$ cat src/rtl/dino_game_pkg.sv
// Shared types and default constants for the dino game physics engine.
package dino_game_pkg;

    localparam int unsigned COORD_W          = 12;
    localparam int unsigned VEL_W            = 8;
    localparam int unsigned SCORE_W          = 16;
    localparam int unsigned SPEED_W          = 4;
    localparam int unsigned SPEED_MAX        = 12;

    localparam int unsigned DINO_X_DEF       = 100;
    localparam int unsigned GROUND_Y_DEF     = 320;
    localparam int unsigned OBST_START_X_DEF = 680;
    localparam int unsigned OBST_SPEED_DEF   = 4;
    localparam int unsigned JUMP_VEL_DEF     = 14;
    localparam int unsigned GRAVITY_DEF      = 1;

    typedef enum logic [1:0] {
        IDLE      = 2'd0,
        RUN       = 2'd1,
        GAME_OVER = 2'd2
    } game_state_t;

    typedef enum logic {
        GROUND = 1'b0,
        AIR    = 1'b1
    } jump_state_t;

    // Increment that sticks at all-ones.
    function automatic logic [SCORE_W-1:0] sat_inc(input logic [SCORE_W-1:0] v);
        return (v == '1) ? v : v + SCORE_W'(1);
    endfunction

endpackage

$ cat src/rtl/dino_game_physics_edge.sv
// edge_pulse: optional 2-flop synchronizer followed by a registered
// rising-edge detector producing a one-clock pulse.
module edge_pulse #(
    parameter bit SYNC_EN = 1'b1
) (
    input  logic clk,
    input  logic rst_n,
    input  logic sig_i,
    output logic pulse_o
);

    logic sig_s;
    logic prev_q;
    logic pulse_q;

    if (SYNC_EN) begin : g_sync
        logic sync1_q;
        logic sync2_q;
        always_ff @(posedge clk) begin
            if (!rst_n) begin
                sync1_q <= 1'b0;
                sync2_q <= 1'b0;
            end else begin
                sync1_q <= sig_i;
                sync2_q <= sync1_q;
            end
        end
        assign sig_s = sync2_q;
    end else begin : g_nosync
        assign sig_s = sig_i;
    end

    always_ff @(posedge clk) begin
        if (!rst_n) begin
            prev_q  <= 1'b0;
            pulse_q <= 1'b0;
        end else begin
            prev_q  <= sig_s;
            pulse_q <= sig_s & ~prev_q;
        end
    end

    assign pulse_o = pulse_q;

endmodule

$ cat src/rtl/dino_game_physics.sv
// Per-frame dino game-state engine: jump physics, obstacle scroll, score.
// Optional macro SPEEDUP_EN: obstacle speed grows every 8 points, capped at 12.
module dino_game_physics
    import dino_game_pkg::*;
#(
    parameter int unsigned DINO_X       = DINO_X_DEF,
    parameter int unsigned GROUND_Y     = GROUND_Y_DEF,
    parameter int unsigned OBST_START_X = OBST_START_X_DEF,
    parameter int unsigned OBST_SPEED   = OBST_SPEED_DEF,
    parameter int unsigned JUMP_VEL     = JUMP_VEL_DEF,
    parameter int unsigned GRAVITY      = GRAVITY_DEF
) (
    input  logic        clk,
    input  logic        reset,
    input  logic        screen_ready,
    input  logic        collision_detected,
    input  logic        jump_btn,
    output logic [31:0] x_coor,
    output logic [31:0] y_coor,
    output logic [31:0] x_coor_obstacle,
    output logic [31:0] y_coor_obstacle,
    output logic        game_over,
    output logic [15:0] score
);

    localparam logic [COORD_W-1:0]      GROUND_C   = COORD_W'(GROUND_Y);
    localparam logic [COORD_W-1:0]      START_C    = COORD_W'(OBST_START_X);
    localparam logic signed [COORD_W:0] GROUND_S   = (COORD_W+1)'(GROUND_Y);
    localparam logic signed [VEL_W-1:0] JUMP_S     = VEL_W'(JUMP_VEL);
    localparam logic signed [VEL_W-1:0] GRAV_S     = VEL_W'(GRAVITY);
    localparam logic [SPEED_W-1:0]      SPEED_INIT = SPEED_W'(OBST_SPEED);

    logic frame_tick;
    logic jump_pulse;

    edge_pulse #(.SYNC_EN(1'b1)) u_jump_edge (
        .clk     (clk),
        .rst_n   (reset),
        .sig_i   (jump_btn),
        .pulse_o (jump_pulse)
    );

    edge_pulse #(.SYNC_EN(1'b0)) u_frame_edge (
        .clk     (clk),
        .rst_n   (reset),
        .sig_i   (screen_ready),
        .pulse_o (frame_tick)
    );

    game_state_t               game_q, game_d;
    jump_state_t               jump_q, jump_d;
    logic signed [VEL_W-1:0]   vel_q, vel_d;
    logic [COORD_W-1:0]        y_q, y_d;
    logic [COORD_W-1:0]        x_q, x_d;
    logic [SCORE_W-1:0]        score_q, score_d;
    logic                      game_over_q, game_over_d;
    logic                      jump_req_q, jump_req_d;
    logic [SPEED_W-1:0]        speed_cur;

`ifdef SPEEDUP_EN
    logic [SPEED_W-1:0]        speed_q, speed_d;
    assign speed_cur = speed_q;
`else
    assign speed_cur = SPEED_INIT;
`endif

    logic signed [VEL_W-1:0]   vel_eff;
    logic signed [COORD_W:0]   y_calc;
    logic [SCORE_W-1:0]        score_inc;
    logic                      go;

    // Next-state logic for game flow, jump physics and obstacle scroll.
    always_comb begin
        game_d      = game_q;
        jump_d      = jump_q;
        vel_d       = vel_q;
        y_d         = y_q;
        x_d         = x_q;
        score_d     = score_q;
        game_over_d = game_over_q;
        jump_req_d  = jump_req_q;
`ifdef SPEEDUP_EN
        speed_d     = speed_q;
`endif
        vel_eff     = vel_q;
        y_calc      = '0;
        score_inc   = sat_inc(score_q);
        go          = 1'b0;

        unique case (game_q)
            IDLE: begin
                if (jump_pulse) game_d = RUN;
            end
            RUN: begin
                if (collision_detected) begin
                    game_d      = GAME_OVER;
                    game_over_d = 1'b1;
                end else begin
                    if (jump_pulse && jump_q == GROUND) jump_req_d = 1'b1;
                    if (frame_tick) begin
                        jump_req_d = 1'b0;
                        go         = (jump_q == GROUND) && (jump_req_q || jump_pulse);
                        vel_eff    = go ? JUMP_S : vel_q;
                        if (go || jump_q == AIR) begin
                            // Signed 13-bit so an upward vel never wraps y.
                            y_calc = $signed({1'b0, y_q}) - (COORD_W+1)'(vel_eff);
                            if (y_calc >= GROUND_S) begin
                                y_d    = GROUND_C;
                                vel_d  = '0;
                                jump_d = GROUND;
                            end else begin
                                y_d    = y_calc[COORD_W-1:0];
                                vel_d  = vel_eff - GRAV_S;
                                jump_d = AIR;
                            end
                        end
                        if (x_q <= COORD_W'(speed_cur)) begin
                            x_d     = START_C;
                            score_d = score_inc;
`ifdef SPEEDUP_EN
                            if (score_inc != score_q && score_inc[2:0] == 3'd0 &&
                                speed_q < SPEED_W'(SPEED_MAX))
                                speed_d = speed_q + SPEED_W'(1);
`endif
                        end else begin
                            x_d = x_q - COORD_W'(speed_cur);
                        end
                    end
                end
            end
            GAME_OVER: begin
                if (jump_pulse) begin
                    game_d      = RUN;
                    game_over_d = 1'b0;
                    jump_d      = GROUND;
                    vel_d       = '0;
                    y_d         = GROUND_C;
                    x_d         = START_C;
                    score_d     = '0;
                    jump_req_d  = 1'b0;
`ifdef SPEEDUP_EN
                    speed_d     = SPEED_INIT;
`endif
                end
            end
            default: game_d = IDLE;
        endcase
    end

    always_ff @(posedge clk) begin
        if (!reset) begin
            game_q      <= IDLE;
            jump_q      <= GROUND;
            vel_q       <= '0;
            y_q         <= GROUND_C;
            x_q         <= START_C;
            score_q     <= '0;
            game_over_q <= 1'b0;
            jump_req_q  <= 1'b0;
`ifdef SPEEDUP_EN
            speed_q     <= SPEED_INIT;
`endif
        end else begin
            game_q      <= game_d;
            jump_q      <= jump_d;
            vel_q       <= vel_d;
            y_q         <= y_d;
            x_q         <= x_d;
            score_q     <= score_d;
            game_over_q <= game_over_d;
            jump_req_q  <= jump_req_d;
`ifdef SPEEDUP_EN
            speed_q     <= speed_d;
`endif
        end
    end

    assign x_coor          = 32'(DINO_X);
    assign y_coor          = 32'(y_q);
    assign x_coor_obstacle = 32'(x_q);
    assign y_coor_obstacle = 32'(GROUND_C);
    assign game_over       = game_over_q;
    assign score           = score_q;

endmodule

$ cat config.mk
export PLATFORM = sky130hd
export DESIGN_NAME = dino_game_physics
export DESIGN_NICKNAME = d
export VERILOG_FILES = /design/src/rtl/dino_game_pkg.sv /design/src/rtl/dino_game_physics_edge.sv /design/src/rtl/dino_game_physics.sv
export SDC_FILE = /design/constraint.sdc
export NUM_CORES = 1
export LEC_CHECK = 0
export ABC_AREA = 0
export BUFFER_PORTS_ARGS = -buffer_cell sky130_fd_sc_hd__buf_2
export CAP_MARGIN = 30
export CORE_MARGIN = 2
export CORE_UTILIZATION = 54
export CTS_CLUSTER_SIZE = 8
export DETAILED_ROUTE_END_ITERATION = 16
export PLACE_DENSITY = 0.82
export SYNTH_ARGS = -nofsm -noshare
export SYNTH_HDL_FRONTEND = slang
export SYNTH_SLANG_ARGS = --single-unit
$ cat constraint.sdc
create_clock -name clk -period 10.2 [get_ports clk]
set_input_delay 1.02 -clock clk [delete_from_list [all_inputs] [get_ports clk]]
set_output_delay 1.02 -clock clk [all_outputs]
set_load 0.05 [all_outputs]
==> results_dict.tcl <==
set metrics [dict create \
    status "finished, final reports clean" \
    skew_ns 0.00931 \
    worstSkewPairLatency_ns 0.34 \
    postSynthAreaPerCell_um2 8.26 \
    synth_top_area_share 0.280 \
    dp_worst_setup_slack_ns 6.40 \
    dpl.cell_count 623 \
    nets 557 \
    row_count 31 \
    layoutNonFillerInstCount 639 \
    synth.distinct_cells 63 \
    clkSlewWorstSetupHoldPaths_ns 0.07 \
    grt_antenna_before_repair 0 \
    crit_type "reg -> reg" \
    n_antenna_cell 0 \
    synthFlopType "dfxtp_1" \
    required_ns 10.43 \
    ctsLongestPathBuffers 2 \
    fmax_mhz 259 \
    ys_seq_elements 57 \
    rsz0062_at_grt "no" \
    yosys.area.top_type "dfxtp_1" \
    cts_root_buf "clkbuf_8" \
    ant_nets 0 \
    yosysSeqAreaShare 0.280 \
    groute.layer.met1.usage 0.239 \
    drc 0 \
    tightest_slew_ns 0.713 \
    ctsHoldBuffers 0 \
    die_h_um 90.9 \
    synth_edf_count 0 \
    nFillCells 674 \
    setup_ws_ns 6.34 \
    totalWireLength_um 8230 \
    core-area_um2 7290 \
    die_w_um 90.9 \
    maxCapViolCount 0 \
    start_kind "flip-flop" \
    routabilityCongestion 0.997 \
    portBuffers 43 \
    vias 3255 \
    floorplan.initialDensity 0.560 \
    grt_max_degree 35 \
    min_path_type "reg -> reg" \
    grt_pass1_wl_um 13200 \
    grt_usage 0.195 \
    cts_htree_levels 3 \
    cts_tree "built" \
    wl_per_cell_um 12.9 \
    slew_headroom 0.522 \
    drive_gt1_frac 0.133 \
    ios 150 \
    die-area_um2 8270 \
    timing.hold.ws_ns 0.384 \
    use_met2 0.323 \
    post_dp_cell_area_um2 3970 \
    grt_pass1_vias 2870 \
    grt.busiest_layer "met2" \
    vias_per_cell 5.09 \
    cts_inserted_buffers 9 \
    finalMaxSlewViolations 0 \
    final-hold-violation-count 0 \
    dr.pass1.iters 4 \
    critPathCaptureType "flip-flop" \
    cts.sinks 57 \
    setup-violations-final 0 \
    fin_crit_ns 3.86 \
    drt_iter0_drc 217 \
    postSynthCellCount 494 \
    use_met3 0.0492 \
    final_cell_mix "conb_1 (106), dfxtp_1 (57), buf_2 (43), nand2_1 (40), nor2_1 (36)" \
    cts.repair.resized 0 \
    fin_crit_sh 0.378 \
    netlist_area_um2 4080 \
    final_common_cell "conb_1" \
    cellLeakagePower_nw 1.87 \
    powerDensity_nw_per_um2 141 \
    ys_async_sr_fraction 0 \
    cts_setup_buffers 0 \
    vdd_drop_max_mv 0.0708 \
    yosys_warnings 0 \
    design_area_um2 4210 \
    crit_fanout 15 \
    syn_to_final_growth_pct 3.16 \
    grt.overflow.total 0 \
    dp_hpwl_um 6030 \
    finalSetupTns_ns 0 \
    synth_area_leaders "dfxtp_1 (28%), buf_4 (20%), ha_1 (4.9%)" \
    crit_arrival_ns 4.09 \
]
## where the power goes
part / leakage [nW] / internal, mW / switching, mW
sequential: 0.460 / 0.224 / 0.00107
combinational: 1.29 / 0.00726 / 0.0988
clock: 0.120 / 0.169 / 0.0950
## synth_stat cells (2+ instances only)
library cell  number
a211oi_1           3
a21boi_0           2
a21o_1            12
a21oi_1           15
a221o_1            4
a22oi_1            6
a2bb2oi_1          2
a31oi_1            2
and2_1            15
and3_1             2
and4_1             4
buf_2              3
buf_4            106
clkbuf_1           7
conb_1             2
dfxtp_1           57
ha_1              16
inv_1             12
nand2_1           40
nand2b_1           4
nand3_1            8
nand3b_1           2
nand4_1            7
nand4b_1           3
nor2_1            36
nor2b_1           15
nor3_1             6
nor4_1             3
nor4b_1            4
o2111ai_1          2
o211ai_1           4
o21a_1             4
o21ai_0           17
o21ai_1            2
o22ai_1            6
o31ai_2            2
or2_2              2
or3_1              9
xnor2_1           11
xor2_1            14
## logic make-up (layout without fill, tap and decap cells)
family                     Yosys count  after routing  synth area share
adders and majority gates           18             18            0.0564
buffers and inverters              130             72             0.220
xor gates and xnor gates            25             25            0.0537
DFF                                 57             57             0.280
muxes                                1              1           0.00276
AOI/OAI and AO/OA                   97             97             0.171
and+or+nand+nor                    164            164             0.215
other                                2            106           0.00184
## worst paths after layout
kind                       startpoint                    to  slack, ns  depth (start not counted)
hold reg to reg   u_frame_edge.prev_q  u_frame_edge.pulse_o       0.38                          1
setup / recovery  u_jump_edge.pulse_o              vel_q[4]       6.34                         13
hold / removal    u_frame_edge.prev_q  u_frame_edge.pulse_o       0.38                          1
setup reg to reg  u_jump_edge.pulse_o              vel_q[4]       6.34                         13
## state kept, by name, indices dropped and copies added, names as in the netlist
| signal | count |
|---|---|
| u_jump_edge.pulse_o | 1 |
| u_jump_edge.g_sync.sync2_q | 1 |
| score | 16 |
| jump_q | 1 |
| game_over | 1 |
| u_frame_edge.pulse_o | 1 |
| u_jump_edge.prev_q | 1 |
| vel_q | 8 |
| u_jump_edge.g_sync.sync1_q | 1 |
| game_q | 2 |
| u_frame_edge.prev_q | 1 |
| jump_req_q | 1 |
| x_q | 10 |
| y_q | 12 |
## metal layers
metal / routed length (um) / share of wire
met4: 155 / 0.019
met5: 0 / 0
met2: 3930 / 0.48
met1: 3490 / 0.42
met3: 659 / 0.080
## critical path: stages, from the launching register on
cell	delay, ns
dfxtp_1	0.48
o21bai_4	0.15
and2_1	0.20
ha_1	0.21
fa_1	0.37
inv_1	0.15
a22oi_2	0.13
o31ai_2	0.38
or3_1	0.18
a21oi_1	0.08
nor4_2	0.34
o31a_1	0.59
nor2_1	0.17
a221o_1	0.33
## stage by stage
| step | total power [mW] | utilization |
|---|---|---|
| after detailed placement | 0.335 | 0.544 |
| after CTS | 0.597 | 0.577 |
| final | 0.595 | 0.577 |
| after floorplan | 0.362 | - |
| after global routing | 0.611 | 0.577 |
| after global placement | 0.334 | 0.544 |
## layout make-up
type                       instances  area, um2  area share
clock inverter                     5        103      0.0244
sequential                        57       1140       0.271
clock buffer                      11        141      0.0336
timing repair buffer              44        223      0.0529
multi-input combinational        411       2430       0.578
inverter                          12       45.0      0.0107
tap                               99        124      0.0294
Power figures use the tool's default switching activity.
